[src/rtl/glb_bank_responder.sv]
// Bank-side GLB packet endpoint: stages write/read packets, issues them on a single-port SRAM.
// Optional macro GLB_BANK_RD_FWD_EN merges pending-write bytes into read responses.
module glb_bank_responder #(
  parameter int BANK_DATA_WIDTH = 64,
  parameter int BANK_ADDR_WIDTH = 17,
  parameter int GLB_ADDR_WIDTH  = 22
) (
  input  logic                         clk,
  input  logic                         reset_n,
  input  logic                         wr_en,
  input  logic [1:0]                   wr_sel,
  input  logic [BANK_DATA_WIDTH/8-1:0] wr_strb,
  input  logic [GLB_ADDR_WIDTH-1:0]    wr_addr,
  input  logic [BANK_DATA_WIDTH-1:0]   wr_data,
  input  logic                         rdrq_en,
  input  logic [1:0]                   rdrq_sel,
  input  logic [GLB_ADDR_WIDTH-1:0]    rdrq_addr,
  output logic                         rdrs_data_valid,
  output logic [1:0]                   rdrs_sel,
  output logic [BANK_DATA_WIDTH-1:0]   rdrs_data,
  output logic                         mem_cen,
  output logic                         mem_wen,
  output logic [BANK_ADDR_WIDTH-4:0]   mem_addr,
  output logic [BANK_DATA_WIDTH-1:0]   mem_bit_en,
  output logic [BANK_DATA_WIDTH-1:0]   mem_d,
  input  logic [BANK_DATA_WIDTH-1:0]   mem_q,
  output logic                         wr_overflow
);
  localparam int STRB_WIDTH = BANK_DATA_WIDTH / 8;
  localparam int WORD_WIDTH = BANK_ADDR_WIDTH - 3;

  typedef struct packed {
    logic [STRB_WIDTH-1:0]      strb;
    logic [WORD_WIDTH-1:0]      addr;
    logic [BANK_DATA_WIDTH-1:0] data;
  } wr_pkt_t;

  function automatic logic [BANK_DATA_WIDTH-1:0] strb_to_mask(input logic [STRB_WIDTH-1:0] strb);
    logic [BANK_DATA_WIDTH-1:0] mask;
    for (int i = 0; i < STRB_WIDTH; i++) mask[8*i +: 8] = {8{strb[i]}};
    return mask;
  endfunction

  logic                       s0_wr_valid, s0_rd_valid, pend_valid;
  wr_pkt_t                    s0_wr, pend_wr, issue_wr;
  logic [1:0]                 s0_rd_sel, s1_rd_sel, s2_rd_sel;
  logic [WORD_WIDTH-1:0]      s0_rd_addr;
  logic                       s1_rd_valid, s2_rd_valid;
  logic                       issue_pend, issue_direct, pend_load, pend_drop;
  logic [BANK_DATA_WIDTH-1:0] rd_result;

  // Packet sel of writes and the byte-offset / out-of-bank address bits carry no meaning here.
  logic unused_bits;
  assign unused_bits = ^{wr_sel, wr_addr[2:0], wr_addr[GLB_ADDR_WIDTH-1:BANK_ADDR_WIDTH],
                         rdrq_addr[2:0], rdrq_addr[GLB_ADDR_WIDTH-1:BANK_ADDR_WIDTH]};

  // Issue arbitration: staged read first, then the older pending write, then a direct write.
  always_comb begin
    // NOTE: every signal gets a default before the branches so no path can infer a latch.
    issue_pend   = 1'b0;
    issue_direct = 1'b0;
    pend_load    = 1'b0;
    pend_drop    = 1'b0;
    if (s0_rd_valid) begin
      pend_load = s0_wr_valid && !pend_valid;
      pend_drop = s0_wr_valid && pend_valid;
    end else if (pend_valid) begin
      issue_pend = 1'b1;
      pend_load  = s0_wr_valid;
    end else begin
      issue_direct = s0_wr_valid;
    end
  end

  assign issue_wr = pend_valid ? pend_wr : s0_wr;

  // NOTE: payload registers have no reset; their valid bits are reset and gate every use.
  always_ff @(posedge clk) begin
    if (wr_en) begin
      s0_wr.strb <= wr_strb;
      s0_wr.addr <= wr_addr[BANK_ADDR_WIDTH-1:3];
      s0_wr.data <= wr_data;
    end
    if (rdrq_en) s0_rd_addr <= rdrq_addr[BANK_ADDR_WIDTH-1:3];
    if (pend_load) pend_wr <= s0_wr;
  end

  always_ff @(posedge clk or negedge reset_n) begin
    // NOTE: sequential state uses non-blocking assignments so every stage samples pre-edge values.
    if (!reset_n) begin
      s0_wr_valid     <= 1'b0;
      s0_rd_valid     <= 1'b0;
      s0_rd_sel       <= 2'd0;
      pend_valid      <= 1'b0;
      wr_overflow     <= 1'b0;
      mem_cen         <= 1'b0;
      mem_wen         <= 1'b0;
      mem_addr        <= '0;
      mem_bit_en      <= '0;
      mem_d           <= '0;
      s1_rd_valid     <= 1'b0;
      s1_rd_sel       <= 2'd0;
      s2_rd_valid     <= 1'b0;
      s2_rd_sel       <= 2'd0;
      rdrs_data_valid <= 1'b0;
      rdrs_sel        <= 2'd0;
      rdrs_data       <= '0;
    end else begin
      s0_wr_valid <= wr_en;
      s0_rd_valid <= rdrq_en;
      if (rdrq_en) s0_rd_sel <= rdrq_sel;

      if (pend_load)       pend_valid <= 1'b1;
      else if (issue_pend) pend_valid <= 1'b0;
      if (pend_drop) wr_overflow <= 1'b1;

      mem_cen <= s0_rd_valid || issue_pend || issue_direct;
      mem_wen <= issue_pend || issue_direct;
      if (s0_rd_valid) begin
        mem_addr   <= s0_rd_addr;
        mem_bit_en <= '1;
      end else if (issue_pend || issue_direct) begin
        mem_addr   <= issue_wr.addr;
        mem_bit_en <= strb_to_mask(issue_wr.strb);
        mem_d      <= issue_wr.data;
      end

      s1_rd_valid     <= s0_rd_valid;
      s1_rd_sel       <= s0_rd_sel;
      s2_rd_valid     <= s1_rd_valid;
      s2_rd_sel       <= s1_rd_sel;
      rdrs_data_valid <= s2_rd_valid;
      if (s2_rd_valid) begin
        rdrs_sel  <= s2_rd_sel;
        rdrs_data <= rd_result;
      end
    end
  end

`ifdef GLB_BANK_RD_FWD_EN
  // The pending write is sampled at read issue; it may drain before mem_q returns.
  logic                       fwd_hit;
  logic [BANK_DATA_WIDTH-1:0] s1_fwd_mask, s1_fwd_data, s2_fwd_mask, s2_fwd_data;

  assign fwd_hit   = s0_rd_valid && pend_valid && (pend_wr.addr == s0_rd_addr);
  assign rd_result = (mem_q & ~s2_fwd_mask) | (s2_fwd_data & s2_fwd_mask);

  always_ff @(posedge clk or negedge reset_n) begin
    if (!reset_n) begin
      s1_fwd_mask <= '0;
      s1_fwd_data <= '0;
      s2_fwd_mask <= '0;
      s2_fwd_data <= '0;
    end else begin
      s1_fwd_mask <= fwd_hit ? strb_to_mask(pend_wr.strb) : '0;
      s1_fwd_data <= pend_wr.data;
      s2_fwd_mask <= s1_fwd_mask;
      s2_fwd_data <= s1_fwd_data;
    end
  end
`else
  assign rd_result = mem_q;
`endif

endmodule
[config.mk]
export PLATFORM = sky130hd
export DESIGN_NAME = glb_bank_responder
export DESIGN_NICKNAME = d
export VERILOG_FILES = /design/src/rtl/glb_bank_responder.sv
export SDC_FILE = /design/constraint.sdc
export NUM_CORES = 1
export LEC_CHECK = 0
export ABC_AREA = 1
export CORE_ASPECT_RATIO = 1.5
export CORE_MARGIN = 2
export CORE_UTILIZATION = 51
export CTS_CLUSTER_SIZE = 30
export DETAILED_ROUTE_END_ITERATION = 12
export PLACE_DENSITY = 0.86
export SYNTH_ARGS = -nofsm -noshare
export SYNTH_HDL_FRONTEND = slang
export SYNTH_SLANG_ARGS = --single-unit
[constraint.sdc]
create_clock -name clk -period 15.4 [get_ports clk]
set_input_delay 3.08 -clock clk [delete_from_list [all_inputs] [get_ports clk]]
set_output_delay 3.08 -clock clk [all_outputs]
set_load 0.005 [all_outputs]
# [Word-level counts from Yosys, hierarchy flattened]
# Cells that the tools add are included.
# Widths: inputs -> output; s select.
[word_totals] output_inout_bits=212 reg_bits=409 inputBits=188
[classes] bitwise=1 n_reduce_logical=9 n_mux=14
[ops] op="$mux 64" n=2
[ops] op="$mux 86" n=1
[ops] op="$mux 14" n=2
[ops] op="$mux 1" n=9
[ops] op="$reduce_bool 2->1" n=2
[ops] op="$logic_or 1x1->1" n=3
[ops] op="$logic_and 1x1->1" n=2
[ops] op="$reduce_and 2->1" n=1
[ops] op="$logic_not 1->1" n=1
[ops] op="$not 1->1" n=1

# [Depth between registers and ports, before layout]
# Gate-level depths: netlist of the first run.
[depth] word_depth=5 mapped_depth=7

# [Least setup slack after synthesis of the first run]
# Ideal clock, no wire load.
[synth_timing] path_kind="register -> register" from="register pend_valid" to="register pend_wr[0] in the netlist's numbering, enable pin" path_stages_with_launch=5 required_ps=14747 t_arrival_ps=6968 setup_ps=653 slack_ps=7779 cell_sequence="dfrtp_1 > buf_6 > buf_2 > nand2_1 > nor3b_1"
[synth_via] elab_chain_len=3 word_cells_on_any_way=4 cone_classes="mux: 2; reduce/logical: 2"
[synth_lines] item="from (decl)" line_no="44" rtl="logic s0_wr_valid, s0_rd_valid, pend_valid;"
[synth_lines] item="from (signal assigned)" line_no="94" rtl="pend_valid <= 1'b0;"
[synth_lines] item="from (signal assigned)" line_no="113" rtl="if (pend_load) pend_valid <= 1'b1;"
[synth_lines] item="from (signal assigned)" line_no="114" rtl="else if (issue_pend) pend_valid <= 1'b0;"
[synth_lines] item="$logic_not 1->1" line_no="65" rtl="pend_load = s0_wr_valid && !pend_valid;"
[synth_lines] item="$logic_and 1x1->1" line_no="65"
[synth_lines] item="$mux 1 (*)" line_no="64" rtl="if (s0_rd_valid) begin"
[synth_lines] item="named net pend_load" line_no="49" rtl="logic issue_pend, issue_direct, pend_load, pend_drop;"
[synth_lines] item="to (signal assigned)" line_no="85" rtl="if (pend_load) pend_wr <= s0_wr;"
[synth_lines] item="to (decl)" line_no="45" rtl="wr_pkt_t s0_wr, pend_wr, issue_wr;"
# The timed path passes the listed nets; every way through them passes the cells marked *.
# A chain may end at the register's enable or synchronous reset.

==> summary.txt, run 1 <==
Cells and area
  – Reg area: slightly below 0.01 sq mm
  – Layout cell share with drive strength beyond 1: 0.0934
  – Area of the multi-input gates: between 0.002 and 0.003 sq mm
  – Non-filler instance count after layout: ~1.7k
  – Filler cells: approximately 1.7k
  – Layout net count: 1566
  – P&R area growth vs syn: 34.3%

Global route
  – Total gr overflow: 0
  – Number of antenna violations at the first check in global routing: 2
  – First-pass GRT wire length: 47400 microns
  – Vias in the first global route: 8810
  – GRT Overall Usage: 0.222
  – Largest net degree at the start of global routing: slightly below 100

Critical path
  – Req. time, crit path: around 12 ns
  – Slowest stage delay, CP: a little over 0.6 ns
  – Setup crit end kind: primary output
  – Worst R2R Path Depth: 6
  – Startpoint Class: flip-flop
  – Kind of critical path: reg -> out
  – Worst path arrival time: between 1.5 and 2 ns
  – Worst Path Buf+Inv: 1
  – Top delay family on crit path: buffers and inverters
  – Crit path cell chain: clkdlybuf4s50_1
  – Crit path depth: 1
  – Slowest cell on crit path: clkdlybuf4s50_1
  – Crit path max fanout: 9

Place
  – Detail Placement HPWL: between 20000 and 25000 microns
  – PortBufs: 381
  – Routability cong.: just over 0.8
  – Placed Instances: 1675

Floorplanning
  – Initial core utilization: 0.519
  – Die height: approximately 200 microns
  – Core Footprint: 0.0259 sq mm
  – DIE AREA: between 0.02 and 0.03 sq mm
  – I/O pin cnt: 400
  – Die width: approximately 140 microns
  – Rows: 72

Synthesis
  – Mean Syn Cell Area: 12.7 sq um
  – Yosys cell types: 16
  – Sequential share of the synthesized area: 0.727
  – Mapped Area: ~0.013 sq mm
  – Yosys warnings: 0
  – Syn Nets: 1246
  – Post-Syn Instances: 1058
  – FF+latch count, synth: ~350

Timing
  – Measured slew at the worst slew-check pin: roughly 1.2 ns
  – Hold violation total from the final report: 0
  – Hold slack: roughly 0.35 ns
  – Final setup fails: 0
  – Fin. max-slew vios: 0
  – Setup_tns: 0 ns
  – Max Freq: ~0.21 GHz
  – Min cycle time layout: about 4.8 ns
  – RSZ-0062 raised after global routing: no
  – Final Cycle Share: 0.311
  – Normalized max-slew margin: 0.181
  – Skew final: around 0.021 ns

Power
  – PnR Total Power: 2270 uW
  – Maximum vdd drop: just over 0.1 mV
  – PwrDens: ~130 mW/mm^2
  – Leak: 0.00755 uW

Clocking
  – Clk sinks: between 300 and 400
  – H-tree levels: 2
  – Bufs on Longest Clock Path: 3
  – Cts repair resizes: 0
  – Worst-Skew Late Latency: around 0.50 ns
  – CTS tree: yes
  – Root Driver: clkbuf_16
  – Post-CTS Setup Repair Bufs: 0
  – Hold-fix buffers, CTS: 0
  – Total CTS buffers: 34
  – Clk slew on worst S/H paths: 0.06 ns

Status
  – Status: completed

Job
  – Max-cap viol count: 0

Worst hold path
  – Worst hold stages: 0
  – HP Class: reg -> reg

Detailed routing
  – DRT iter0 DRCs: 466
  – Routed Antenna Nets: 0
  – Routed len/inst: 17.9 microns
  – DRC viols: 0
  – Via Count: approximately 8.6k
  – Detailed-route wire length: 31100 microns
  – TritonRoute pass-1 iters: 5
  – Via-to-Cell Ratio: a little under 5
[layer usage]
layer	vias up	global-route usage	wire length, microns
li1	4089	-	-
met1	4140	0.261	11400
met2	332	0.382	16000
met3	83	0.0524	2180
met4	0	0.101	1430
met5	-	0	0
[Yosys cell counts]
cell,n,area share
clkbuf_1,9,0.0025
o21ai_0,73,0.027
o21bai_1,1,0.00056
nor3b_1,1,0.00056
inv_1,65,0.018
buf_2,18,0.0067
nand3_1,50,0.019
buf_6,1,0.00084
nand2_1,339,0.095
dfrtp_1,167,0.31
edfxtp_1,186,0.42
nor2_8,1,0.0015
buf_4,75,0.042
nor2_4,2,0.0017
inv_2,2,0.00056
mux2_2,68,0.057
[flip-flops by register name, indices dropped and copies added, names as in the netlist]
name	count
mem_addr	14
mem_bit_en	8
mem_d	64
rdrs_sel	2
s0_wr_valid	1
rdrs_data_valid	1
mem_wen	1
s0_wr	86
s0_rd_addr	14
s1_rd_sel	2
s2_rd_sel	2
rdrs_data	64
wr_overflow	1
mem_cen	1
pend_wr	86
s2_rd_valid	1
pend_valid	1
s0_rd_sel	2
s0_rd_valid	1
s1_rd_valid	1
[cells in the final DEF, fill, tap and decap left out, drive strengths merged]
master,instances
diode,3
clkinvlp,1
buf,8
clkbuf,46
edfxtp,186
dfrtp,167
nand2,339
clkinv,12
nor3b,1
nor2,3
mux2,68
clkdlybuf4s50,379
nand3,50
inv,69
o21bai,1
o21ai,73
[final timing paths]
kind | endpoint | slack (ns) | startpoint
hold reg to reg | s2_rd_valid | 0.35 | s1_rd_valid
hold / removal | s2_rd_valid | 0.35 | s1_rd_valid
setup reg to reg | mem_d[57] | 12.33 | pend_valid
max in group asynchronous | rdrs_data[39] | 11.24 | reset_n
min in group asynchronous | mem_d[46] | 2.67 | reset_n
setup / recovery | mem_bit_en[41] | 10.61 | mem_bit_en[47]
[logic make-up (layout without fill, tap and decap cells)]
family                 Yosys count  in the layout  share of synthesized area
flip-flops                     353            353                      0.727
buffers and inverters          170            515                     0.0707
AO/OA/AOI/OAI                   74             74                     0.0278
multiplexers                    68             68                     0.0570
other                            0              3                          0
AND/OR/NAND/NOR                393            393                      0.117
[power by group]
group	switching, uW	internal [uW]
registers	60.4	1100
clock network	338	426
logic	140	203
[stage by stage]
step | setup WS (ns) | util | area (sq um)
floorplan | 7.78 | - | 13400
global placement | 10.62 | 0.658 | 17000
detailed placement | 10.58 | 0.658 | 17000
CTS | 10.57 | 0.697 | 18000
global route | 10.56 | 0.697 | 18000
finish | 10.61 | 0.697 | 18000
[layout make-up]
class | count | share of cell area
diodes | 3 | 0.000416
clock buffers | 46 | 0.0514
clock inverters | 15 | 0.00465
inverters | 67 | 0.0139
multi-input cells | 535 | 0.151
flip-flops and latches | 353 | 0.542
well taps | 333 | 0.0231
repair buffers | 387 | 0.214
Note: power is estimated with default switching activity, not from simulation.
==> run 2, diff against run 1 <==
--- a/config.mk
+++ b/config.mk
@@ -8,10 +8,10 @@
 export ABC_AREA = 1
 export CORE_ASPECT_RATIO = 1.5
 export CORE_MARGIN = 2
-export CORE_UTILIZATION = 51
+export CORE_UTILIZATION = 43
 export CTS_CLUSTER_SIZE = 30
 export DETAILED_ROUTE_END_ITERATION = 12
-export PLACE_DENSITY = 0.86
+export PLACE_DENSITY = 0.77
 export SYNTH_ARGS = -nofsm -noshare
 export SYNTH_HDL_FRONTEND = slang
 export SYNTH_SLANG_ARGS = --single-unit
==> constraint.sdc (replaced) <==
create_clock -name clk -period 4.1 [get_ports clk]
set_input_delay 0.82 -clock clk [delete_from_list [all_inputs] [get_ports clk]]
set_output_delay 0.82 -clock clk [all_outputs]
set_load 0.005 [all_outputs]
==> run 2 against run 1 <==
Against the previous run:
- register-to-register slack got worse by 11 ns
- sequential cell count did not move
- design area rose by 0.99%
- largest cell class unchanged
- sequential share of layout area fell by 0.53 points
- cell count rose by 4.4%
==> summary.txt, run 2 (synthesis results as in run 1) <==
Status
  – Status: completed

Clocking
  – Post-CTS Setup Repair Bufs: 0
  – Root Driver: clkbuf_16
  – Clk sinks: roughly 350
  – Worst-Skew Late Latency: around 0.51 ns
  – Bufs on Longest Clock Path: 3
  – Total CTS buffers: 34
  – Cts repair resizes: 0
  – H-tree levels: 2
  – Clk slew on worst S/H paths: approximately 0.060 ns
  – CTS tree: yes
  – Hold-fix buffers, CTS: 0

Detailed routing
  – Detailed-route wire length: about 31000 microns
  – DRC viols: 0
  – TritonRoute pass-1 iters: 5
  – Routed len/inst: 16.9 microns
  – Routed Antenna Nets: 0
  – Via Count: roughly 8.6k
  – DRT iter0 DRCs: around 470
  – Via-to-Cell Ratio: between 4 and 5

Job
  – Max-cap viol count: 0

Critical path
  – Slowest cell on crit path: clkdlybuf4s50_1
  – Worst Setup SP: mem_bit_en[31]
  – Crit path cell chain: clkdlybuf4s50_1
  – Slowest stage delay, CP: ~0.63 ns
  – Worst Path Buf+Inv: 1
  – Top delay family on crit path: buffers and inverters
  – Crit path max fanout: 9
  – Kind of critical path: reg -> out
  – Setup crit end kind: primary output
  – Reg2reg start: pend_valid
  – Req. time, crit path: about 3.3 ns
  – Worst path arrival time: ~1.7 ns
  – Startpoint Class: flip-flop

Cells and area
  – P&R area growth vs syn: 35.6%
  – Leading cell type in the layout, fill and taps excluded: clkdlybuf4s50_1
  – Most frequent cells in the layout: 379 x clkdlybuf4s50_1, 339 x nand2_1, 186 x edfxtp_1
  – Layout cell share with drive strength beyond 1: 0.0972
  – Layout net count: ~1.6k
  – Filler cells: between 2k and 2.5k
  – Regs by FF count: pend_wr (86), s0_wr (86)

Timing
  – Setup_tns: 0 ns
  – Final setup fails: 0
  – RSZ-0062 raised after global routing: no
  – Normalized max-slew margin: 0.377
  – Max Freq: 0.401 GHz
  – Measured slew at the worst slew-check pin: between 0.9 and 1 ns
  – Skew final: 0.0130 ns
  – Worst setup margin: about 1.6 ns
  – Fin. max-slew vios: 0
  – Min cycle time layout: roughly 2.5 ns
  – Final Cycle Share: 0.608
  – Hold violation total from the final report: 0

Global route
  – Number of antenna violations at the first check in global routing: 1
  – Vias in the first global route: roughly 8.5k
  – First-pass GRT wire length: about 46000 microns
  – GRT Overall Usage: 0.183
  – Largest net degree at the start of global routing: 95
  – Total gr overflow: 0

Floorplanning
  – Die width: roughly 150 microns
  – Core Footprint: 0.0308 sq mm
  – Die height: 220 microns
  – DIE AREA: about 0.033 sq mm
  – Initial core utilization: 0.435
  – Rows: slightly below 80
  – I/O pin cnt: 400

Place
  – Routability cong.: approximately 0.8
  – PortBufs: about 380
  – Detail Placement HPWL: 20800 microns
  – DP Worst Slack: about 1.6 ns

Worst hold path
  – HP Class: reg -> reg
  – Min-delay src: s1_rd_sel[0]

Power
  – Leak: 0.00759 uW
  – PwrDens: approximately 470 mW/mm^2
  – Maximum vdd drop: approximately 0.33 mV
[run 2: cell count changes in the layout (fill, tap and decap cells not counted), sizes merged]
cell and delta:
bufinv +1, diode -1, clkinv -2, buf +6
clkbuf +1
[run 2: through the flow]
step	area [sq um]	utilization	std cells	power, uW	hold WS [ns]
after floorplan	13400	-	1058	4890	0.331
after global placement	17200	0.556	1753	5700	0.334
after detailed placement	17200	0.556	1753	5740	0.337
after CTS	18200	0.590	1814	8720	0.351
after global routing	18200	0.590	1815	9010	0.366
final	18200	0.590	1816	8610	0.348
[run 2: cell type report]
class,instances,area [sq um],area share
Clock buffer,47,951,0.0522
Inverter,67,251,0.0138
Clock inverter,14,100,0.00550
Multi-Input combinational cell,535,2720,0.150
Sequential cell,353,9770,0.537
Tap cell,405,507,0.0278
Timing Repair Buffer,393,3900,0.214
Antenna cell,2,5.00,0.000275
[run 2: per-layer routing]
metal / track usage / vias to the layer above / part of all wire
li1: - / 4103 / -
met1: 0.217 / 4109 / 0.39
met2: 0.329 / 285 / 0.53
met3: 0.0346 / 53 / 0.053
met4: 0.0689 / 0 / 0.029
met5: 0 / - / 0
[run 2: path summary, 6_finish.rpt]
path,slack [ns],depth (start not counted),end
max reg2reg,1.65,6,mem_d[49]
max in group asynchronous,2.80,2,mem_d[46]
max,1.61,1,mem_bit_en[24]
min reg2reg,0.35,0,s2_rd_sel[0]
min,0.35,0,s2_rd_sel[0]
min in group asynchronous,0.36,1,mem_d[9]
[run 2: report_power, final]
| part | switching, uW | leakage (uW) | total [uW] | internal, uW |
|---|---|---|---|---|
| Sequential | 220 | 0.00378 | 4360 | 4140 |
| Clock | 1270 | 0.000514 | 2960 | 1690 |
| Combinational | 525 | 0.00330 | 1290 | 767 |
==> run 3, diff against run 2 <==
==> constraint.sdc (replaced) <==
create_clock -name clk -period 2.09 [get_ports clk]
set_input_delay 0.418 -clock clk [delete_from_list [all_inputs] [get_ports clk]]
set_output_delay 0.418 -clock clk [all_outputs]
set_load 0.005 [all_outputs]
==> run 3 against run 2 <==
Against the previous run:
- clock power rose by 100%
- combinational power rose by 100%
- die area did not move
- first-iteration DRC count fell by 20%
- hold slack got worse by 0.032 ns
- sequential cell count did not move
- largest power group unchanged
- global-route usage barely moved
- non-clock buffer count rose by 10
- critical path depth did not move
- highest routed layer is now met5
- core utilization rose by 0.99 points
- clock skew rose by 0.0099 ns
- sequential share of layout area fell by 0.83 points
==> summary.txt, run 3 (synthesis results as in run 1) <==
Timing
  – RSZ-0062 raised after global routing: no
  – Final Cycle Share: 0.961
  – Hold violation total from the final report: 0
  – Final setup fails: 0
  – Max Freq: about 0.50 GHz
  – Fin. max-slew vios: 0
  – Min cycle time layout: about 2.0 ns
  – Worst setup margin: 0.0823 ns
  – Normalized max-slew margin: 0.624
  – Hold slack: about 0.32 ns
  – Skew final: 0.0230 ns
  – Measured slew at the worst slew-check pin: between 0.5 and 0.6 ns

Worst hold path
  – HP Class: in -> reg
  – Min-delay src: wr_en

Floorplanning
  – Die width: between 100 and 150 microns
  – Die height: between 200 and 250 microns
  – DIE AREA: between 0.03 and 0.04 sq mm
  – Initial core utilization: 0.435
  – Core Footprint: between 0.03 and 0.04 sq mm
  – Rows: 79
  – I/O pin cnt: 400

Place
  – DP Worst Slack: around 0.42 ns
  – Routability cong.: 0.818
  – Detail Placement HPWL: ~21000 microns
  – Post-DP Area: between 0.015 and 0.02 sq mm
  – Placed Instances: roughly 1.8k
  – PortBufs: roughly 380

Global route
  – Total gr overflow: 0
  – First-pass GRT wire length: between 40000 and 50000 microns
  – Number of antenna violations at the first check in global routing: 6
  – GRT Overall Usage: 0.183
  – Vias in the first global route: approximately 8.5k
  – Largest net degree at the start of global routing: 98

Power
  – PwrDens: about 930 mW/mm^2
  – Sw Share: 0.233
  – Leak: between 0.007 and 0.008 uW
  – Internal: around 13000 uW
  – Maximum vdd drop: approximately 0.61 mV
  – Psw: 4000 uW
  – Gate power share: 0.154
  – Part of the power in registers: 0.497
  – Clk pwr share: 0.349

Clocking
  – Clk sinks: ~350
  – CTS tree: yes
  – Bufs on Longest Clock Path: 3
  – Worst-Skew Late Latency: approximately 0.52 ns
  – Root Driver: clkbuf_16
  – Clk slew on worst S/H paths: 0.07 ns
  – Post-CTS Setup Repair Bufs: 0
  – H-tree levels: 2
  – Total CTS buffers: 34

Critical path
  – Slowest stage delay, CP: 0.60 ns
  – Kind of critical path: reg -> out
  – Req. time, crit path: approximately 1.7 ns
  – Top delay family on crit path: buffers and inverters
  – Slowest cell on crit path: clkdlybuf4s50_1
  – Crit path max fanout: 9
  – Crit path cell chain: clkdlybuf4s50_1
  – Worst Path Buf+Inv: 1
  – Startpoint Class: flip-flop
  – Reg2reg start: pend_valid
  – Worst path arrival time: 1.59 ns
  – Worst Setup SP: mem_bit_en[31]
  – Setup crit end kind: primary output

Detailed routing
  – DRC viols: 0
  – DRT iter0 DRCs: about 380
  – Routed Antenna Nets: 0
  – TritonRoute pass-1 iters: 4
  – Detailed-route wire length: roughly 31000 microns
  – Via Count: roughly 8.5k
  – Via-to-Cell Ratio: approximately 4.7
  – Routed len/inst: ~17 microns

Cells and area
  – Layout cell share with drive strength beyond 1: 0.113
  – Regs by FF count: pend_wr (86), s0_wr (86)
  – Most frequent cells in the layout: 379 x clkdlybuf4s50_1, 338 x nand2_1, 186 x edfxtp_1
  – Core Util, Final: 0.600
  – P&R area growth vs syn: 37.9%
  – Non-filler instance count after layout: ~1.8k
  – Leading cell type in the layout, fill and taps excluded: clkdlybuf4s50_1
  – Layout net count: between 1.5k and 2k
  – Finished Cell Area: around 0.019 sq mm

Status
  – Status: completed

Job
  – Max-cap viol count: 0
-- run 3: final cells by class --
type	count	area [sq um]
fillers	2407	12300
multi-input cells	535	2730
clock inverters	17	155
diodes	4	10.0
clock buffers	42	942
flip-flops and latches	353	9780
well taps	405	507
inverters	67	251
repair buffers	403	4140
-- run 3: per-layer routing --
layer,routed length [microns],GRT usage,part of all wire,up-vias
met3,1750,0.0377,0.057,54
met5,13,0,0.00042,-
met1,11800,0.216,0.38,4088
met2,16400,0.327,0.53,289
li1,-,-,-,4116
met4,1010,0.0740,0.033,2
-- run 3: worst paths after layout --
check	to	slack (ns)	cells past startpoint
worst max-delay path	mem_bit_en[24]	0.08	1
worst min-delay path	s0_wr_valid	0.32	2
worst max register to register	mem_addr[0]	0.41	5
worst min register to register	s2_rd_sel[0]	0.35	0
max in group asynchronous	s2_rd_valid	1.06	3
min in group asynchronous	mem_d[11]	0.42	2
-- run 3: power groups by stage --
| stage | registers, uW | logic [uW] | clock network, uW |
|---|---|---|---|
| after floorplan | 8590 | 995 | 0 |
| after global placement | 8610 | 2620 | 0 |
| after detailed placement | 8650 | 2670 | 0 |
| after CTS | 8520 | 2690 | 6170 |
| after global routing | 8600 | 2880 | 6470 |
| final | 8520 | 2640 | 5990 |
-- run 3: stage by stage --
| step | setup TNS (ns) | total power, uW |
|---|---|---|
| after floorplan | -109.63 | 9590 |
| after global placement | 0 | 11200 |
| after CTS | 0 | 17400 |
| after detailed placement | 0 | 11300 |
| final | 0 | 17100 |
| after global routing | 0 | 18000 |
-- run 3: what timing repair did --
item	4_1_cts	5_1_grt
cloned	0	0
setup endpoints to repair	26	24
gates resized for setup	5	3
hold buffers	1	0
pin swaps	0	0
hold endpoints to repair	35	0
